--- config.mk ---
export PLATFORM = sky130hd
export DESIGN_NAME = adder_share_arbiter
export DESIGN_NICKNAME = d
export VERILOG_FILES = /design/src/rtl/adder_share_pkg.sv /design/src/rtl/adder_share_arbiter_rr.sv /design/src/rtl/adder_share_arbiter.sv
export SDC_FILE = /design/constraint.sdc
export NUM_CORES = 1
export LEC_CHECK = 0
export ABC_AREA = 1
export CAP_MARGIN = 20
export CELL_PAD_IN_SITES_DETAIL_PLACEMENT = 1
export CELL_PAD_IN_SITES_GLOBAL_PLACEMENT = 2
export CORE_MARGIN = 8
export CORE_UTILIZATION = 18
export DETAILED_ROUTE_END_ITERATION = 16
export PLACE_DENSITY_LB_ADDON = 0.3
export SYNTH_ARGS = -nofsm -noshare
export SYNTH_HDL_FRONTEND = slang
export SYNTH_SLANG_ARGS = --single-unit
--- constraint.sdc ---
create_clock -name clk -period 3.69 [get_ports clk]
set_input_delay 1.107 -clock clk [delete_from_list [all_inputs] [get_ports clk]]
set_output_delay 1.107 -clock clk [all_outputs]
set_load 0.02 [all_outputs]
--- src/rtl/adder_share_pkg.sv ---
// ============================================================================
// Module : adder_share_pkg
// Brief  : Shared constants and helpers for the shared-adder arbiter.
// Rev    : 1.0 - initial release
// ============================================================================
`default_nettype none

package adder_share_pkg;

    localparam int ADDER_DATA_W  = 32;
    localparam int ADDER_NUM_REQ = 3;

    // Index width for n items, never narrower than one bit.
    function automatic int clog2_min1(input int n);
        int r;
        r = 0;
        for (int k = 0; k < 31; k++) begin
            if ((1 << k) < n) r = k + 1;
        end
        return (r < 1) ? 1 : r;
    endfunction

endpackage

`default_nettype wire

--- src/rtl/adder_share_arbiter_rr.sv ---
// ============================================================================
// Module : rr_arbiter
// Brief  : Round-robin one-hot grant, searching upward from ptr_i modulo N.
// Rev    : 1.0 - initial release
// ============================================================================
`default_nettype none

module rr_arbiter
    import adder_share_pkg::*;
#(
    parameter int N  = ADDER_NUM_REQ,
    parameter int IW = clog2_min1(N)
) (
    input  logic [N-1:0]  req_i,
    input  logic [IW-1:0] ptr_i,
    input  logic          en_i,
    output logic [N-1:0]  gnt_o,
    output logic [IW-1:0] idx_o,
    output logic          any_o
);

    logic [IW:0] w_j;
    logic        w_found;

    always_comb begin
        gnt_o   = '0;
        idx_o   = '0;
        w_found = 1'b0;
        w_j     = '0;
        for (int k = 0; k < N; k++) begin
            w_j = {1'b0, ptr_i} + (IW+1)'(k);
            if (w_j >= (IW+1)'(N)) w_j = w_j - (IW+1)'(N);
            if (!w_found && req_i[w_j[IW-1:0]]) begin
                w_found              = 1'b1;
                gnt_o[w_j[IW-1:0]]   = 1'b1;
                idx_o                = w_j[IW-1:0];
            end
        end
        if (!en_i) gnt_o = '0;
        any_o = w_found && en_i;
    end

endmodule

`default_nettype wire

--- src/rtl/adder_share_arbiter.sv ---
// ============================================================================
// Module : adder_share_arbiter
// Brief  : One 32-bit adder shared round-robin by NUM_REQ requesters, with a
//          single registered result slot. Macro ADDER_SHARE_OVF_EN enables
//          the registered signed-overflow flag on out_ovf.
// Rev    : 1.0 - initial release
// ============================================================================
`default_nettype none

module adder_share_arbiter
    import adder_share_pkg::*;
#(
    parameter int NUM_REQ = ADDER_NUM_REQ,
    parameter int DATA_W  = ADDER_DATA_W,
    localparam int ID_W   = clog2_min1(NUM_REQ)
) (
    input  logic                      clk,
    input  logic                      rst_n,
    input  logic [NUM_REQ-1:0]        req_valid,
    input  logic [NUM_REQ*DATA_W-1:0] req_a,
    input  logic [NUM_REQ*DATA_W-1:0] req_b,
    output logic [NUM_REQ-1:0]        req_ready,
    output logic                      out_valid,
    input  logic                      out_ready,
    output logic [DATA_W-1:0]         out_data,
    output logic [ID_W-1:0]           out_id,
    output logic                      out_ovf
);

    logic                out_valid_q, out_valid_d;
    logic [DATA_W-1:0]   out_data_q,  out_data_d;
    logic [ID_W-1:0]     out_id_q,    out_id_d;
    logic [ID_W-1:0]     rr_ptr_q,    rr_ptr_d;

    logic                w_slot_free;
    logic [NUM_REQ-1:0]  w_gnt;
    logic [ID_W-1:0]     w_gnt_idx;
    logic                w_gnt_any;
    logic [DATA_W-1:0]   w_a_g, w_b_g, w_sum;

    // Reset gates the grant so nothing is accepted while rst_n is low.
    assign w_slot_free = rst_n && (!out_valid_q || out_ready);

    rr_arbiter #(
        .N  (NUM_REQ),
        .IW (ID_W)
    ) u_arb (
        .req_i (req_valid),
        .ptr_i (rr_ptr_q),
        .en_i  (w_slot_free),
        .gnt_o (w_gnt),
        .idx_o (w_gnt_idx),
        .any_o (w_gnt_any)
    );

    assign req_ready = w_gnt;

    always_comb begin
        w_a_g = '0;
        w_b_g = '0;
        for (int i = 0; i < NUM_REQ; i++) begin
            if (w_gnt[i]) begin
                w_a_g = req_a[i*DATA_W +: DATA_W];
                w_b_g = req_b[i*DATA_W +: DATA_W];
            end
        end
    end

    assign w_sum = w_a_g + w_b_g;

    always_comb begin
        out_valid_d = out_valid_q;
        out_data_d  = out_data_q;
        out_id_d    = out_id_q;
        rr_ptr_d    = rr_ptr_q;
        if (w_gnt_any) begin
            out_valid_d = 1'b1;
            out_data_d  = w_sum;
            out_id_d    = w_gnt_idx;
            rr_ptr_d    = (w_gnt_idx == ID_W'(NUM_REQ-1)) ? '0 : w_gnt_idx + ID_W'(1);
        end else if (out_ready) begin
            out_valid_d = 1'b0;
        end
    end

    always_ff @(posedge clk or negedge rst_n) begin
        if (!rst_n) begin
            out_valid_q <= 1'b0;
            out_data_q  <= '0;
            out_id_q    <= '0;
            rr_ptr_q    <= '0;
        end else begin
            out_valid_q <= out_valid_d;
            out_data_q  <= out_data_d;
            out_id_q    <= out_id_d;
            rr_ptr_q    <= rr_ptr_d;
        end
    end

    assign out_valid = out_valid_q;
    assign out_data  = out_data_q;
    assign out_id    = out_id_q;

`ifdef ADDER_SHARE_OVF_EN
    logic out_ovf_q;

    always_ff @(posedge clk or negedge rst_n) begin
        if (!rst_n) begin
            out_ovf_q <= 1'b0;
        end else if (w_gnt_any) begin
            out_ovf_q <= (w_a_g[DATA_W-1] == w_b_g[DATA_W-1]) &&
                         (w_sum[DATA_W-1] != w_a_g[DATA_W-1]);
        end
    end

    assign out_ovf = out_ovf_q;
`else
    assign out_ovf = 1'b0;
`endif

endmodule

`default_nettype wire

[Word level (Yosys, flattened, before mapping)]
Index checks and enable logic that the tools add are counted.
Word-level totals
  flip-flop bits (word level): 37
  input bits: 198
  output and inout bits: 39
Cells by class
  add/subtract/negate cells: 7
  $lt $le $gt $ge: 9
  eq/ne operators: 1
  mux-type cells: 34
  bitwise logic cells: 2
  reduce and logical (&&, ||, !) cells: 12
Operators with widths (number)
  32-bit 2-to-1 mux: 6
  32-bit adder: 1
  2-bit 2-to-1 mux: 7
  3-bit 2-to-1 mux: 4
  1-bit 2-to-1 mux: 11
  2-bit by 3-bit less-than comparator with 1-bit output (second input constant): 3
  1-bit logical AND: 7
  1-bit binary-select mux with 2-bit select: 3
  1-bit demux with 2-bit select: 3
  2-bit by 1-bit greater-or-equal comparator with 1-bit output (second input constant): 3
  3-bit by 2-bit greater-or-equal comparator with 1-bit output (second input constant): 2
  3-bit OR: 2
  2-bit subtractor (second input constant): 3
  2-bit by 1-bit adder with 3-bit output (second input constant): 1
  2-bit by 2-bit adder with 3-bit output (second input constant): 1
  1-bit zero test: 3
  2-bit by 1-bit adder with 2-bit output (second input constant): 1
  2-bit equality test (second input constant): 1
  2-bit greater-or-equal comparator (second input constant): 1
  2-bit nonzero test: 1
  1-bit logical OR: 1

[Longest topological paths before layout]
Gate-level depths: netlist of the first run.
  depth after elaboration: 16
  mapped depth: 29
  gate-level depth less buffers: 28

[Cells and area by module]
A second synthesis of the first run with hierarchy kept.
Second synthesis, totals
  cell total of the unflattened synthesis: 912
  area total of the unflattened synthesis: 5216.3 um^2
By module, submodules not included
  adder_share_arbiter: instances 1, cells an instance 849, area an instance 4879.7 um^2
  rr_arbiter: instances 1, cells an instance 63, area an instance 336.6 um^2

[Worst setup path before layout of the first run]
Ideal clock, no wire load.
  path type: input -> register
  start point: in req_valid[2]
  end point: reg out_data_q[17], in the netlist out_data[17]
  library setup time: 0.117 ns
  data arrival time: 3.837 ns
  required time: 3.573 ns
  setup slack: -0.264 ns
  stages on the path: 20
  cell sequence: inv_1 > o21ai_0 > nand3_1 > nor2_1 > nand2_1 > nand3_1 > nand2_2 > buf_2 > buf_4 > a31oi_1 > ha_1 > nand3_1 > nand3_1 > a21boi_0 > o21ai_0 > nand2_1 > nand2_1 > or2_2 > nand3_1 > nand2_1
Between the ends
  cells in the longest elaborated chain, start to end: 14
  elaborated cells between the ends (all ways): 27
  those cells by class: 1 x add/sub; 19 x mux; 2 x bitwise; 5 x reduce/logical
RTL lines
  start, declared: RTL line adder_share_arbiter.sv:19  | input logic [NUM_REQ-1:0] req_valid,
  1-bit binary-select mux with 2-bit select: RTL line adder_share_arbiter_rr.sv:33  | if (!w_found && req_i[w_j[IW-1:0]]) begin
  1-bit 2-to-1 mux (not written as such): RTL line adder_share_arbiter_rr.sv:33
  1-bit 2-to-1 mux: RTL line adder_share_arbiter_rr.sv:33
  1-bit zero test: RTL line adder_share_arbiter_rr.sv:33
  1-bit logical AND: RTL line adder_share_arbiter_rr.sv:33
  1-bit 2-to-1 mux: RTL line adder_share_arbiter_rr.sv:33
  1-bit zero test: RTL line adder_share_arbiter_rr.sv:33
  1-bit logical AND: RTL line adder_share_arbiter_rr.sv:33
  3-bit 2-to-1 mux: RTL line adder_share_arbiter_rr.sv:33
  3-bit 2-to-1 mux: RTL line adder_share_arbiter_rr.sv:39  | if (!en_i) gnt_o = '0;
  32-bit 2-to-1 mux (3 in series): RTL line adder_share_arbiter.sv:62  | if (w_gnt[i]) begin
  32-bit adder: RTL line adder_share_arbiter.sv:69  | assign w_sum = w_a_g + w_b_g;
  end signal, assigned: RTL line adder_share_arbiter.sv:94  | out_data_q <= out_data_d;
  end, declared: RTL line adder_share_arbiter.sv:31  | logic [DATA_W-1:0] out_data_q, out_data_d;
Several ways; a longest one is shown, not always the timed one. The select of a mux whose other input is x is not followed.
A chain may end at the register's enable or synchronous reset.

[Worst setup path after layout of the first run]
  start point: in req_valid[2]
  end point: reg out_data_q[23], in the netlist out_data[23]
Same word-level chain as after synthesis.

==> results.toml, run 1 <==
[critical_path]
data_arrival_time_of_the_critical_path_ps = 4110
critPathBufInv = 8
crit_required_ps = 3880
worstReg2RegStart = "rr_ptr_q[1]"
endpoint_kind = "register"
cpMaxStageDelayCell = "sky130_fd_sc_hd__ha_4"
slowest_delay_ps = 270
r2r.worst_path.cells = 24
critPathKind = "in -> reg"
start_kind = "primary input"
timing.critical_path.fanout_max = 7
worstReg2RegEnd = "out_data[6]"
critical-path-top-delay-family = "compound AO/OA/AOI/OAI gates"
reg2reg_setup_slack_ps = -150

[global_route]
top_usage_layer = "met2"
grt_use_met3_pct = 3.128
grt_pass1_vias = 7730
initial_antenna_violation_count = 0
globalRouteTotalUtil_pct = 17.81
grt_pass1_wl_microns = 43570
globalRoute.totalOverflow = 0
gr-usage-met1_pct = 22.90
grt_max_degree = 54
globalRouteMet2Util_pct = 30.80

[power]
power.ir.vdd_worst_uv = 346.1
p_total_mw = 10.85
power-per-cell-area_nw_per_um2 = 959.1
p_leak_nw = 4.632

[route]
detail_route.drc_violations = 0
drt-total-wl_microns = 29660
firstDrtPassIters = 4
first_iter_violations = 311
ant_nets = 0
routed_via_density = 4.561
avgRoutedWirePerCell_microns = 19.30
vias = 7010

[place]
gp_congestion = 0.8720
place_ws_ps = -1358
port_buffers = 235
post-dp-hpwl_microns = 21540

[die]
die_area_sq_um = 31470
rows = 59
die_h_microns = 177.4
die_width_microns = 177.4
placeableCoreArea_sq_um = 25840
starting_density_of_the_core_pct = 18.15
io_pins = 237

[cells_and_area]
design.final.nets = 1435
final_common_cell = "sky130_fd_sc_hd__clkdlybuf4s50_1"
area.sequential_sq_um = 925.9
final.fill_count = 3059
multiInputGateArea_sq_um = 5051
area.growth.synth_to_final_pct = 141.3
drive_above_1_share_pct = 40.85
antenna_cells_inserted = 0
layout.cells.most_common_list = "sky130_fd_sc_hd__clkdlybuf4s50_1, sky130_fd_sc_hd__nand2_1, sky130_fd_sc_hd__buf_4, sky130_fd_sc_hd__nor2_1, sky130_fd_sc_hd__nand2_2"

[timing]
relative_slew_slack_pct = 62.51
setup_slack_ps = -233.7
worst_pin_slew_ps = 562.3
finalSetupTns_ps = -4154
finalHoldViolCount = 0
upper_clock_frequency_limit_mhz = 254.9
final_max_slew_viol_count = 0
finalWorstPathRequiredPeriod_ps = 3924
fin_worst_skew_ps = 12.45
rsz0062_at_grt = "yes"
final.period_utilization_pct = 106.3
finalSetupViolCount = 28

[synth]
synth_warnings = 0
post_synth_inst_count = 783
synth_seq_cells = 37
synth_enable_flop_cells = 0
yosys.cell_types.count = 36
netlist_area_sq_um = 4689
asyncSetResetFlopFracSynth_pct = 100.0
synthesis.nets = 1017
synth_area_per_cell_sq_um = 5.989
yosys_most_used_dff = "sky130_fd_sc_hd__dfrtp_1"
synth.yosys.seq_area_share_pct = 19.74

[hold_path]
timing.hold.worst_path_depth = 2
worstHoldStart = "out_data[22]"
min_delay_endpoint = "out_data[22]"
worstHoldPathType = "reg -> reg"

[clock_network]
tritoncts_clock_tree = "yes"
worst_setup_hold_path_clk_slew_ps = 70
cts_root_buffer = "sky130_fd_sc_hd__clkbuf_16"
clockBufferDepth = 2
cts-hold-fix-buffers = 0
numClockSinks = 37
cts_made_buffers = 5
cts_htree_levels = 2
insertion_delay_to_the_later_sink_of_the_worst_skew_pair_ps = 290

[run_status]
result_of_the_run = "finished, violations left"
failed_checks = "setup timing"

[job]
cap_viol_max_count = 0
-- report_power, final --
group	leakage (nW)	internal (mW)	switching, mW	total, mW
clock	0.0800	0.321	0.197	0.518
sequential	0.478	0.572	0.0868	0.659
combinational	4.07	4.92	4.76	9.68
total	4.63	5.81	5.04	10.9
-- synthesized netlist by cell type (2+ instances only) --
| library cell | number | area, sq um |
|---|---|---|
| sky130_fd_sc_hd__nand2_2 | 2 | 12.51 |
| sky130_fd_sc_hd__buf_4 | 7 | 52.55 |
| sky130_fd_sc_hd__xnor2_1 | 13 | 113.9 |
| sky130_fd_sc_hd__or2_2 | 5 | 31.28 |
| sky130_fd_sc_hd__nand3_1 | 37 | 185.2 |
| sky130_fd_sc_hd__o21a_1 | 5 | 37.54 |
| sky130_fd_sc_hd__a21o_1 | 3 | 22.52 |
| sky130_fd_sc_hd__a22oi_1 | 14 | 105.1 |
| sky130_fd_sc_hd__a21oi_1 | 36 | 180.2 |
| sky130_fd_sc_hd__a21boi_0 | 2 | 15.01 |
| sky130_fd_sc_hd__o21ai_1 | 14 | 70.07 |
| sky130_fd_sc_hd__nor2_1 | 87 | 326.6 |
| sky130_fd_sc_hd__clkbuf_1 | 9 | 33.78 |
| sky130_fd_sc_hd__ha_1 | 35 | 437.9 |
| sky130_fd_sc_hd__o21ai_0 | 48 | 240.2 |
| sky130_fd_sc_hd__o211ai_1 | 2 | 15.01 |
| sky130_fd_sc_hd__buf_2 | 15 | 75.07 |
| sky130_fd_sc_hd__inv_1 | 57 | 214.0 |
| sky130_fd_sc_hd__nand3b_1 | 2 | 15.01 |
| sky130_fd_sc_hd__nand2_1 | 261 | 979.7 |
| sky130_fd_sc_hd__inv_2 | 4 | 15.01 |
| sky130_fd_sc_hd__nand4_1 | 10 | 62.56 |
| sky130_fd_sc_hd__dfrtp_1 | 37 | 925.9 |
| sky130_fd_sc_hd__xor2_1 | 6 | 52.55 |
| sky130_fd_sc_hd__nor3_1 | 4 | 20.02 |
| sky130_fd_sc_hd__a31oi_1 | 55 | 344.1 |
| sky130_fd_sc_hd__o21bai_1 | 4 | 30.03 |
-- per-layer routing --
| metal | wire length (microns) | vias up |
|---|---|---|
| met2 | 14590 | 171 |
| met5 | 0 | - |
| met3 | 1463 | 25 |
| li1 | - | 3472 |
| met4 | 544 | 0 |
| met1 | 13060 | 3342 |
-- logic make-up after synthesis --
kind of cell	Yosys count	synth area share, %
compound gates	186	23.19
xor+xnor	19	3.549
fa+ha+maj	36	9.765
buf+inv	94	8.484
flops	37	19.74
other cells	1	0.07997
simple gates	410	35.19
-- metrics by stage --
step	area, sq um	instances	hold WS, ps	utilization (%)
finish	11320	1537	474.6	43.80
global route	11320	1537	507.2	43.80
CTS	10440	1519	485.5	40.41
detailed placement	8596	1465	469.6	33.27
global placement	8596	1465	466.3	33.27
floorplan	4853	783	506.7	-
-- worst register-to-register path: stages, from the launching register on --
cell and delay [ps]:
sky130_fd_sc_hd__dfrtp_1 420, sky130_fd_sc_hd__inv_1 180, sky130_fd_sc_hd__ha_4 210, sky130_fd_sc_hd__inv_2 50, sky130_fd_sc_hd__nand2_2 60, sky130_fd_sc_hd__nand3_2 80, sky130_fd_sc_hd__nand2_4 140, sky130_fd_sc_hd__nand4_1 140
sky130_fd_sc_hd__buf_4 180, sky130_fd_sc_hd__a21boi_4 170, sky130_fd_sc_hd__buf_12 160, sky130_fd_sc_hd__buf_12 120, sky130_fd_sc_hd__buf_16 130, sky130_fd_sc_hd__nand2_1 60, sky130_fd_sc_hd__a31oi_1 200, sky130_fd_sc_hd__ha_1 310
sky130_fd_sc_hd__buf_6 150, sky130_fd_sc_hd__nand3_4 60, sky130_fd_sc_hd__nand2_4 80, sky130_fd_sc_hd__a21oi_4 230, sky130_fd_sc_hd__buf_4 150, sky130_fd_sc_hd__buf_4 90, sky130_fd_sc_hd__buf_4 90, sky130_fd_sc_hd__xor2_1 160
sky130_fd_sc_hd__o21ai_0 90
-- sequential cells by signal, summed over array words and instances, names as in the netlist --
register	count
rr_ptr_q	2
out_valid	1
out_data	32
out_id	2
-- how the worst max path moves through the flow --
stage	startpoint	endpoint	slack, ps	depth (start not counted)
3_5_place_dp	req_valid[2]	out_data[22]	-1360	21
6_report	req_valid[2]	out_data[23]	-230	27
5_1_grt	req_valid[2]	out_data[31]	-450	30
3_3_place_gp	req_valid[2]	out_data[22]	-1300	21
4_1_cts	req_valid[2]	out_data[22]	-220	27
2_1_floorplan	req_valid[2]	out_data[23]	-8	26
-- repair_timing --
| item | CTS | global route |
|---|---|---|
| endpoints found under the setup margin | 34 | 32 |
| setup buffers | 37 | 19 |
| pin swaps | 87 | 84 |
| gates cloned | 11 | 3 |
| gates resized for setup | 286 | 142 |
-- final cells by class --
class,instances,area share (%)
Multi-Input combinational cell,652,44.64
Tap cell,335,3.704
Inverter,62,2.234
Clock inverter,3,0.4091
Timing Repair Buffer,443,39.73
Sequential cell,37,8.182
Clock buffer,5,1.106
(Power assumes the default switching activity.)
==> inputs of run 2 (changes only) <==
--- a/config.mk
+++ b/config.mk
@@ -13,6 +13,7 @@
 export CORE_UTILIZATION = 18
 export DETAILED_ROUTE_END_ITERATION = 16
 export PLACE_DENSITY_LB_ADDON = 0.3
+export SLEW_MARGIN = 30
 export SYNTH_ARGS = -nofsm -noshare
 export SYNTH_HDL_FRONTEND = slang
 export SYNTH_SLANG_ARGS = --single-unit
==> results of run 2 <==
The final DEF is identical to that of run 1; final timing and power are the same.
==> inputs of run 3 (changes only) <==
--- a/config.mk
+++ b/config.mk
@@ -9,7 +9,7 @@
 export CAP_MARGIN = 20
 export CELL_PAD_IN_SITES_DETAIL_PLACEMENT = 1
 export CELL_PAD_IN_SITES_GLOBAL_PLACEMENT = 2
-export CORE_MARGIN = 8
+export CORE_MARGIN = 2
 export CORE_UTILIZATION = 18
 export DETAILED_ROUTE_END_ITERATION = 16
 export PLACE_DENSITY_LB_ADDON = 0.3
==> results.toml, run 3 (synthesized netlist as in run 1, its figures left out) <==
[run_status]
result_of_the_run = "finished, violations left"
failed_checks = "setup timing"

[power]
p_int_mw = 5.346
power-per-cell-area_nw_per_um2 = 930.6
p_sw_share_pct = 47.09
p_total_mw = 10.10
fraction_of_power_consumed_by_sequential_logic_pct = 6.6
switchingPower_mw = 4.759
p_leak_nw = 4.583
power.ir.vdd_worst_uv = 318.0
combinationalPowerShare_pct = 89.1
clockPowerShare_pct = 4.4

[critical_path]
cpMaxStageDelayCell = "sky130_fd_sc_hd__nor4_4"
timing.critical_path.fanout_max = 7
critPathKind = "in -> reg"
start_kind = "primary input"
worstReg2RegStart = "rr_ptr_q[1]"
worstReg2RegEnd = "out_data[26]"
reg2reg_setup_slack_ps = -280
crit_required_ps = 3870
critical_path.most_common_cell = "sky130_fd_sc_hd__nand2_2"
r2r.worst_path.cells = 26
critical-path-top-delay-family = "simple AND/OR/NAND/NOR gates"
data_arrival_time_of_the_critical_path_ps = 4240
critPathBufInv = 9
endpoint_kind = "register"
slowest_delay_ps = 280

[cells_and_area]
post-route-util_pct = 42.02
antenna_cells_inserted = 0
final_common_cell = "sky130_fd_sc_hd__clkdlybuf4s50_1"
area.growth.synth_to_final_pct = 131.5
layout.cells.most_common_list = "sky130_fd_sc_hd__clkdlybuf4s50_1, sky130_fd_sc_hd__nand2_1, sky130_fd_sc_hd__buf_4, sky130_fd_sc_hd__nor2_1, sky130_fd_sc_hd__inv_1"
layout.cells.non_filler = 1543
finish.instance_area_sq_um = 10860
largest_reg_flops = 32
design.final.nets = 1441
drive_above_1_share_pct = 37.67

[timing]
final.period_utilization_pct = 110.1
finalSetupViolCount = 26
upper_clock_frequency_limit_mhz = 246.2
finalHoldViolCount = 0
fin_worst_skew_ps = 9.187
worst_pin_slew_ps = 532.9
final_max_slew_viol_count = 0
rsz0062_at_grt = "yes"
relative_slew_slack_pct = 64.47
finalWorstPathRequiredPeriod_ps = 4061
setup_slack_ps = -371.3

[die]
placeableCoreArea_sq_um = 25840
io_pins = 237
die_h_microns = 165.4
starting_density_of_the_core_pct = 18.15
rows = 59
die_area_sq_um = 27360
die_width_microns = 165.4

[global_route]
globalRouteTotalUtil_pct = 19.10
initial_antenna_violation_count = 0
globalRouteMet2Util_pct = 33.16
gr-usage-met1_pct = 25.58
grt_max_degree = 49
top_usage_layer = "met2"
grt_pass1_wl_microns = 40080
grt_use_met3_pct = 2.123
grt_pass1_vias = 7266
globalRoute.totalOverflow = 0

[clock_network]
worst_setup_hold_path_clk_slew_ps = 60
clockBufferDepth = 2
cts_root_buffer = "sky130_fd_sc_hd__clkbuf_16"
insertion_delay_to_the_later_sink_of_the_worst_skew_pair_ps = 290
cts_htree_levels = 2
tritoncts_clock_tree = "yes"
cts-hold-fix-buffers = 0
numClockSinks = 37
cts_made_buffers = 5

[route]
ant_nets = 0
detail_route.drc_violations = 0
vias = 6886
drt-total-wl_microns = 27040
firstDrtPassIters = 4
first_iter_violations = 162
avgRoutedWirePerCell_microns = 17.52
routed_via_density = 4.463

[place]
gp_congestion = 0.8623
post-dp-hpwl_microns = 20350
port_buffers = 235
placement.cell_area_sq_um = 8676
placedCellCount = 1479
place_ws_ps = -1306

[job]
cap_viol_max_count = 0

[hold_path]
min_delay_endpoint = "out_data[31]"
timing.hold.worst_path_depth = 2
worstHoldPathType = "reg -> reg"
worstHoldStart = "out_data[31]"
## run 3: layer usage
metal,vias up,routed length [microns]
met3,18,862
met2,140,13220
met4,0,380
met5,-,0
li1,3491,-
met1,3237,12580
## run 3: metrics by stage
stage | hold WS [ps] | TNS, ps
floorplan | 506.7 | -8.732
global placement | 464.7 | -33330
detailed placement | 471.7 | -35650
CTS | 489.2 | -5649
global route | 512.7 | -10030
finish | 476.6 | -5877
## run 3: worst min-delay path, stage by stage, from the launching register on
cell and delay, ps:
sky130_fd_sc_hd__dfrtp_1 340, sky130_fd_sc_hd__nand2_1 50, sky130_fd_sc_hd__nand2_1 50
## run 3: what timing repair did
action,in CTS,in global routing
resized for setup,165,190
setup endpoints to repair,34,33
endpoints found under the hold margin,0,0
cloned,6,3
setup buffers,40,10
pin swaps,50,77
## run 3: worst max path at each step
stage,start,end,slack (ps),depth (start not counted)
floorplan,req_valid[2],out_data[23],-8,26
global placement,req_valid[2],out_data[24],-1240,25
detailed placement,req_valid[2],out_data[26],-1310,23
CTS,req_valid[0],out_data[26],-330,28
global route,req_valid[2],out_data[31],-530,28
finish,req_valid[2],out_data[31],-370,28
## run 3: layout make-up
type / count / area [sq um]
Clock buffer: 5 / 125.1
Clock inverter: 3 / 22.52
Fill cell: 3094 / 14980
Inverter: 62 / 252.7
Multi-Input combinational cell: 652 / 4710
Sequential cell: 37 / 925.9
Tap cell: 335 / 419.2
Timing Repair Buffer: 449 / 4403
## run 3: power groups by stage
| stage | combinational, mW | sequential [mW] | clock, mW |
|---|---|---|---|
| floorplan | 3.00 | 0.825 | 0 |
| global placement | 6.33 | 0.668 | 0 |
| detailed placement | 6.38 | 0.672 | 0 |
| CTS | 7.79 | 0.667 | 0.457 |
| global route | 9.67 | 0.684 | 0.468 |
| finish | 9.00 | 0.665 | 0.441 |
